## src/rtl/button_pkg.sv

```systemverilog
// Shared types and default timing constants for the push-button conditioner.
package button_pkg;

  localparam int DEBOUNCE_DEFAULT = 1_000_000;
  localparam int HOLD_DEFAULT     = 100_000_000;

  typedef enum logic [1:0] {
    LOW       = 2'd0,
    WAIT_HIGH = 2'd1,
    HIGH      = 2'd2,
    WAIT_LOW  = 2'd3
  } state_e;

endpackage

```

## src/rtl/sync_2ff.sv

```systemverilog
// Two-flop synchronizer bringing an asynchronous level into the clk domain.
module sync_2ff (
  input  logic clk,
  input  logic reset,
  input  logic d,
  output logic q
);

  logic meta;

  always_ff @(posedge clk) begin
    if (reset) begin
      meta <= 1'b0;
      q    <= 1'b0;
    end else begin
      meta <= d;
      q    <= meta;
    end
  end

endmodule

```

## src/rtl/button_conditioner.sv

```systemverilog
// Debounces a raw button and emits registered level, press, release and
// one-shot hold pulses from a single shared debounce/hold counter.
module button_conditioner
  import button_pkg::*;
#(
  parameter int DEBOUNCE_CYCLES = DEBOUNCE_DEFAULT,
  parameter int HOLD_CYCLES     = HOLD_DEFAULT
) (
  input  logic clk,
  input  logic reset,
  input  logic btn_in,
  output logic btn_level,
  output logic btn_press,
  output logic btn_release,
  output logic btn_hold
);

  localparam int          MAX_CYCLES = (DEBOUNCE_CYCLES > HOLD_CYCLES) ? DEBOUNCE_CYCLES : HOLD_CYCLES;
  localparam int unsigned CNT_W      = (MAX_CYCLES > 1) ? 32'($clog2(MAX_CYCLES)) : 32'd1;

  localparam logic [CNT_W-1:0] DEB_LAST  = CNT_W'(DEBOUNCE_CYCLES - 1);
  localparam logic [CNT_W-1:0] HOLD_LAST = CNT_W'(HOLD_CYCLES - 1);

  if (DEBOUNCE_CYCLES < 1 || HOLD_CYCLES < 1) begin : g_bad_cfg
    $error("button_conditioner: DEBOUNCE_CYCLES and HOLD_CYCLES must both be >= 1");
  end

  logic btn_sync;

  sync_2ff u_sync (
    .clk   (clk),
    .reset (reset),
    .d     (btn_in),
    .q     (btn_sync)
  );

  state_e           state, next_state;
  logic [CNT_W-1:0] cnt, cnt_d;
  logic             armed, armed_d;
  logic             level_d, press_d, release_d, hold_d;

  // State, counter, hold-arm flag and registered outputs
  always_ff @(posedge clk) begin
    if (reset) begin
      state       <= LOW;
      cnt         <= '0;
      armed       <= 1'b0;
      btn_level   <= 1'b0;
      btn_press   <= 1'b0;
      btn_release <= 1'b0;
      btn_hold    <= 1'b0;
    end else begin
      state       <= next_state;
      cnt         <= cnt_d;
      armed       <= armed_d;
      btn_level   <= level_d;
      btn_press   <= press_d;
      btn_release <= release_d;
      btn_hold    <= hold_d;
    end
  end

  // Next-state logic; the counter times debounce in WAIT_* and hold in HIGH
  always_comb begin
    next_state = state;
    cnt_d      = cnt;
    armed_d    = armed;
    press_d    = 1'b0;
    release_d  = 1'b0;
    hold_d     = 1'b0;

    unique case (state)
      LOW: begin
        if (btn_sync) begin
          next_state = WAIT_HIGH;
          cnt_d      = '0;
        end
      end
      WAIT_HIGH: begin
        if (!btn_sync) begin
          next_state = LOW;
          cnt_d      = '0;
        end else if (cnt == DEB_LAST) begin
          next_state = HIGH;
          cnt_d      = '0;
          press_d    = 1'b1;
          armed_d    = 1'b1;
        end else begin
          cnt_d = cnt + CNT_W'(1);
        end
      end
      HIGH: begin
        if (!btn_sync) begin
          next_state = WAIT_LOW;
          cnt_d      = '0;
        end else begin
          if (cnt != HOLD_LAST) cnt_d = cnt + CNT_W'(1);
          // Hold fires only from HIGH, so it can never coincide with press
          if (armed && cnt_d == HOLD_LAST) begin
            hold_d  = 1'b1;
            armed_d = 1'b0;
          end
        end
      end
      WAIT_LOW: begin
        if (btn_sync) begin
          next_state = HIGH;
          cnt_d      = '0;
        end else if (cnt == DEB_LAST) begin
          next_state = LOW;
          cnt_d      = '0;
          release_d  = 1'b1;
        end else begin
          cnt_d = cnt + CNT_W'(1);
        end
      end
      default: begin
        next_state = LOW;
        cnt_d      = '0;
      end
    endcase

    level_d = (next_state == HIGH) || (next_state == WAIT_LOW);
  end

endmodule

```

## config.mk

```make
export PLATFORM = sky130hd
export DESIGN_NAME = button_conditioner
export DESIGN_NICKNAME = d
export VERILOG_FILES = /design/src/rtl/button_pkg.sv /design/src/rtl/sync_2ff.sv /design/src/rtl/button_conditioner.sv
export SDC_FILE = /design/constraint.sdc
export NUM_CORES = 1
export LEC_CHECK = 0
export ABC_AREA = 1
export BUFFER_PORTS_ARGS = -buffer_cell sky130_fd_sc_hd__buf_2
export CAP_MARGIN = 20
export CORE_MARGIN = 2
export CORE_UTILIZATION = 57
export DETAILED_ROUTE_END_ITERATION = 10
export GPL_TIMING_DRIVEN = 0
export PLACE_DENSITY = 0.77
export SETUP_SLACK_MARGIN = 0.3
export SLEW_MARGIN = 20
export SYNTH_ARGS = -nofsm -noshare
export SYNTH_HDL_FRONTEND = slang
export SYNTH_SLANG_ARGS = --single-unit
```

## constraint.sdc

```tcl
create_clock -name clk -period 2 [get_ports clk]
set_input_delay 0.5 -clock clk [delete_from_list [all_inputs] [get_ports clk]]
set_output_delay 0.5 -clock clk [all_outputs]
set_load 0.005 [all_outputs]
```

Word level (Yosys, flattened, before mapping)
Index checks and enable logic that the tools add are counted.

Logic and storage cells: 58. Input port bits: 3. Bits in registers: 36. Output and inout port bits: 4.

Bitwise logic cells: 4. Muxes and demuxes: 23. $add $sub $neg: 1. Equality and inequality tests: 13. Reduce and logical (&&, ||, !) cells: 8.

Operator list (number): 2-to-1 mux 27 bit (8); case mux 27 bit (4 select lines) (1); adder 27 x 1 -> 27 bit (second input constant) (1); equality test 27 x 20 -> 1 bit (second input constant) (1); equality test 27 bit (second input constant) (1); inequality test 27 bit (second input constant) (1); 2-to-1 mux 2 bit (6); OR reduction 3 bit (3); equality test 2 bit (second input constant) (4); case mux 2 bit (4 select lines) (1); 2-to-1 mux 1 bit (6); inequality test 2 x 1 -> 1 bit (second input constant) (3); AND reduction 5 bit (1); inequality test 2 bit (second input constant) (2); NOT 1 bit (4); equality test 2 x 1 -> 1 bit (second input constant) (1); logical NOT 2 bit (1); case mux 1 bit (2 select lines) (1); nonzero test 2 bit (1); logical AND 1 bit (1); logical OR 1 bit (1).

Longest topological paths before layout
Depth in word-level cells: 9. Gate-level depth with buffers: 16. Mapped depth without buffers: 16.

Hierarchy
A second synthesis with hierarchy kept.

Cell total of the unflattened synthesis: 436. Area total of the unflattened synthesis: 2602.5 µm².

By module, submodules not included: button_conditioner (area an instance 2547.4 µm², cells an instance 430, sequential area each 660.6 µm², instances 1); sync_2ff (area an instance 55.1 µm², cells an instance 6, sequential area each 40.0 µm², instances 1).

Least setup slack after synthesis
Ideal clock, no wire load.

Path kind: register to register. Start: reg cnt[1]. End: reg armed. Path buffers: 1. Stages on the path, launching flop included: 16. Library setup time: 0.114 ns. Required time: 1.886 ns. Data arrival time: 1.775 ns. Path slack: 0.111 ns. Cell sequence: dfxtp_1 ha_1 nand2_2 nor2_8 nand2_4 nor2_4 nand2_2 buf_6 a21oi_1 nand3_1 nor2_1 nand2_1 nor2_1 nand4_1 nand2_1 nor2_2.

Longest elaborated chain between the ends: 8. Elaborated cells on any way between the ends: 11. Those cells by class: add/sub (1); eq/ne (5); mux (3); reduce/logical (2).

RTL lines: start, declared (line button_conditioner.sv:38) `logic [CNT_W-1:0] cnt, cnt_d;`; start signal, assigned (line button_conditioner.sv:54) `cnt <= cnt_d;`; adder 27 x 1 -> 27 bit / inequality test 27 bit (equally long branches) (line button_conditioner.sv:97) `if (cnt != HOLD_LAST) cnt_d = cnt + CNT_W'(1);`; 2-to-1 mux 27 bit (line button_conditioner.sv:97); 2-to-1 mux 27 bit (line button_conditioner.sv:93) `if (!btn_sync) begin`; 2-to-1 mux 27 bit (line button_conditioner.sv:72) `unique case (state)`; equality test 27 bit (line button_conditioner.sv:99) `if (armed && cnt_d == HOLD_LAST) begin`; logical AND 1 bit (line button_conditioner.sv:99); inequality test 2 bit (no line); AND reduction 5 bit (no line) *; end signal, assigned (line button_conditioner.sv:55) `armed <= armed_d;`; end, declared (line button_conditioner.sv:39) `logic armed, armed_d;`.

Every way passes the cells marked *; elsewhere a longest branch is shown, timed or not. The select of a mux whose other input is x is not followed. A chain may end at the register's enable or synchronous reset.

Final worst setup path
Start: reg cnt[0]. End: reg armed.

Same word-level chain as after synthesis.

==> impl_metrics.tcl <==
set metrics [dict create \
    worst_slack_ns -0.02610 \
    cp_max_fo 5 \
    grt_pass1_wl_mm 12.69 \
    htreeDepth 2 \
    numPortBuffers 5 \
    nNetsFinal 490 \
    die_area_sq_um 5134 \
    status "finished with violations" \
    start_util_pct 59.50 \
    synth.distinct_cells 31 \
    p_leak_nw 1.473 \
    syn-instance-count 450 \
    die_h_um 71.65 \
    crit_type "register to register" \
    period_share_pct 101.3 \
    cts_buffer_depth 2 \
    p_per_area_nw_per_um2 437.2 \
    drv_cap 0 \
    grt_usage_pct 31.82 \
    numCtsBuffers 5 \
    drc 0 \
    instances_no_fill 539 \
    cts.clk_slew.worst_paths_ns 0.08 \
    avgSynthCellArea_sq_um 5.797 \
    fin_skew_ns 0.007081 \
    die_width_um 71.65 \
    layout_commonest_cell "nand2_1" \
    routed_wl_mm 7.842 \
    area_growth_pct 21.82 \
    dp_cells 507 \
    syn_area_sq_um 2609 \
    critPathTopFamily "simple AND/OR/NAND/NOR gates" \
    firstDrtPassIters 5 \
    ant_nets 0 \
    clock_latency_ns 0.29 \
    period_needed_ns 2.026 \
    critPathLaunchType "register" \
    cts_sinks 35 \
    cp-end-kind "register" \
    ys_warn_count 0 \
    cts_root_buffer "clkbuf_8" \
    synth.top_cell.area_share_pct 26.86 \
    yosysTopAreaCell "dfxtp_1" \
    diodes 0 \
    vias 2941 \
    cp.arrival_ns 2.22 \
    drt_iter0_markers 313 \
    routedWlPerCell_um 14.55 \
    setup_viol 2 \
    core-area_sq_um 4384 \
    yosys-top-cells-area "dfxtp_1, nand2_1, nor2_1" \
    grt_overflow 0 \
    clock.fmax_mhz 493.6 \
    top_level_ports 7 \
    maxSlewViolCount 0 \
    nFillCells 366 \
    slew_headroom_pct 60.64 \
    synth_seq_cells 35 \
    tritoncts "done" \
    via_per_inst 5.456 \
    cp_cell_sequence "inv_1 > nor2_4 > nand2_2 > inv_2 > nand3_4 > o21ai_1 > nand2_2 > or2_0 > nor2_1 > nand2_1 > nor2_1 > nand4_1 > nand2_1 > nor2_2" \
    antenna_found_initial 0 \
    crit_required_ns 2.19 \
    tightestPinTransition_ns 0.5904 \
    grt_max_degree 13 \
    cp_slowest_cell "dfxtp_4" \
    layout-drive-gt1-share_pct 20.74 \
    hpwl_mm 5.545 \
    cp_num_buf_inv 2 \
    critical_path.max_stage_delay_ns 0.37 \
    place.gp.congestion 0.9753 \
    hold_viol_final 0 \
    power_mw 1.389 \
    final_cell_mix "nand2_1, inv_1, nor2_1" \
    first_global_vias 2750 \
    synth_nets 454 \
    std_cell_rows 24 \
    rsz0062_at_grt "true" \
    min_path_type "primary input to register" \
    violations "negative setup slack" \
    vdd_drop_max_mv 0.3195 \
    ys_seq_area_share_pct 26.86 \
]
==> worst paths after layout <==
kind / from / to / slack, ns / depth (start not counted)
max: cnt[0] / armed / -0.03 / 14
min: btn_in / u_sync.meta / 0.41 / 3
max reg2reg: cnt[0] / armed / -0.03 / 14
min reg2reg: u_sync.meta / u_sync.q / 0.42 / 2
==> per-stage QoR <==
| step | instance area [sq um] | utilization (%) | worst slack (ns) | TNS [ns] | hold slack, ns |
|---|---|---|---|---|---|
| 2_1_floorplan | 2648 | - | 0.1974 | 0 | 0.3883 |
| 3_3_place_gp | 2738 | 62.44 | -0.2092 | -1.524 | 0.3891 |
| 3_5_place_dp | 2738 | 62.44 | -0.1575 | -1.565 | 0.4110 |
| 4_1_cts | 3112 | 70.98 | 0.04372 | 0 | 0.4134 |
| 5_1_grt | 3178 | 72.49 | -0.1368 | -0.5852 | 0.4159 |
| 6_report | 3178 | 72.49 | -0.02610 | -0.03002 | 0.4128 |
==> area by class of cell <==
type	instances	area [sq um]	share of cell area, %
Inverter	74	277.8	8.740
Sequential cell	35	728.2	22.91
Clock buffer	5	68.82	2.165
Multi-Input combinational cell	331	1713	53.90
Tap cell	52	65.06	2.047
Clock inverter	3	43.79	1.378
Timing Repair Buffer	29	220.2	6.929
Buffer	10	61.31	1.929
==> flip-flops by register name, summed over array words and instances (netlist names) <==
signal / count
btn_release: 1
btn_hold: 1
u_sync.meta: 1
u_sync.q: 1
state: 2
armed: 1
btn_press: 1
cnt: 27
==> per-layer routing <==
| metal | GRT usage, % | vias up | share of wire, % |
|---|---|---|---|
| met1 | 42.40 | 1340 | 45 |
| met5 | 0 | - | 0 |
| met4 | 13.84 | 0 | 2.6 |
| li1 | - | 1482 | - |
| met2 | 50.93 | 99 | 45 |
| met3 | 5.063 | 20 | 6.5 |
==> cells in the mapped netlist (all sizes together) <==
cell type / count
a21oi: 21
o211ai: 2
a31oi: 1
ha: 1
xor2: 7
xnor2: 2
inv: 74
nor4: 2
dfxtp: 35
clkbuf: 7
nor2: 88
buf: 3
nor3: 2
nand2: 122
o22ai: 1
nand4: 9
o21ai: 27
o221ai: 1
a21boi: 5
or2: 1
and2: 2
nand3: 33
o31ai: 4
==> worst register-to-register path: stages, from the launching register on <==
cell     delay (ns)
dfxtp_4        0.37
inv_1          0.10
nor2_4         0.19
nand2_2        0.09
inv_2          0.09
nand3_4        0.09
o21ai_1        0.17
nand2_2        0.11
or2_0          0.21
nor2_1         0.10
nand2_1        0.06
nor2_1         0.11
nand4_1        0.09
nand2_1        0.08
nor2_2         0.04
==> logic make-up (layout without fill, tap and decap cells) <==
group                      after synthesis  count (layout)  synth area share, %
buffers and inverters                   84             121                12.47
DFF                                     35              35                26.86
xor gates and xnor gates                 9               9                3.022
AOI/OAI and AO/OA                       62              62                13.19
and+or+nand+nor                        259             259                43.98
adders and majority gates                1               1               0.4795
==> report_power, final <==
part           switching (mW)  internal (mW)
registers             0.00203          0.695
clock network           0.280          0.371
logic                  0.0326        0.00927
total                   0.314           1.07
==> what timing repair did <==
| item | CTS | global route |
|---|---|---|
| cloned | 1 | 1 |
| setup buffers | 21 | 1 |
| resized for setup | 40 | 37 |
| hold buffers | 0 | 0 |
| pin swaps | 17 | 10 |
| endpoints found under the setup margin | 31 | 33 |
(Power assumes the default switching activity.)
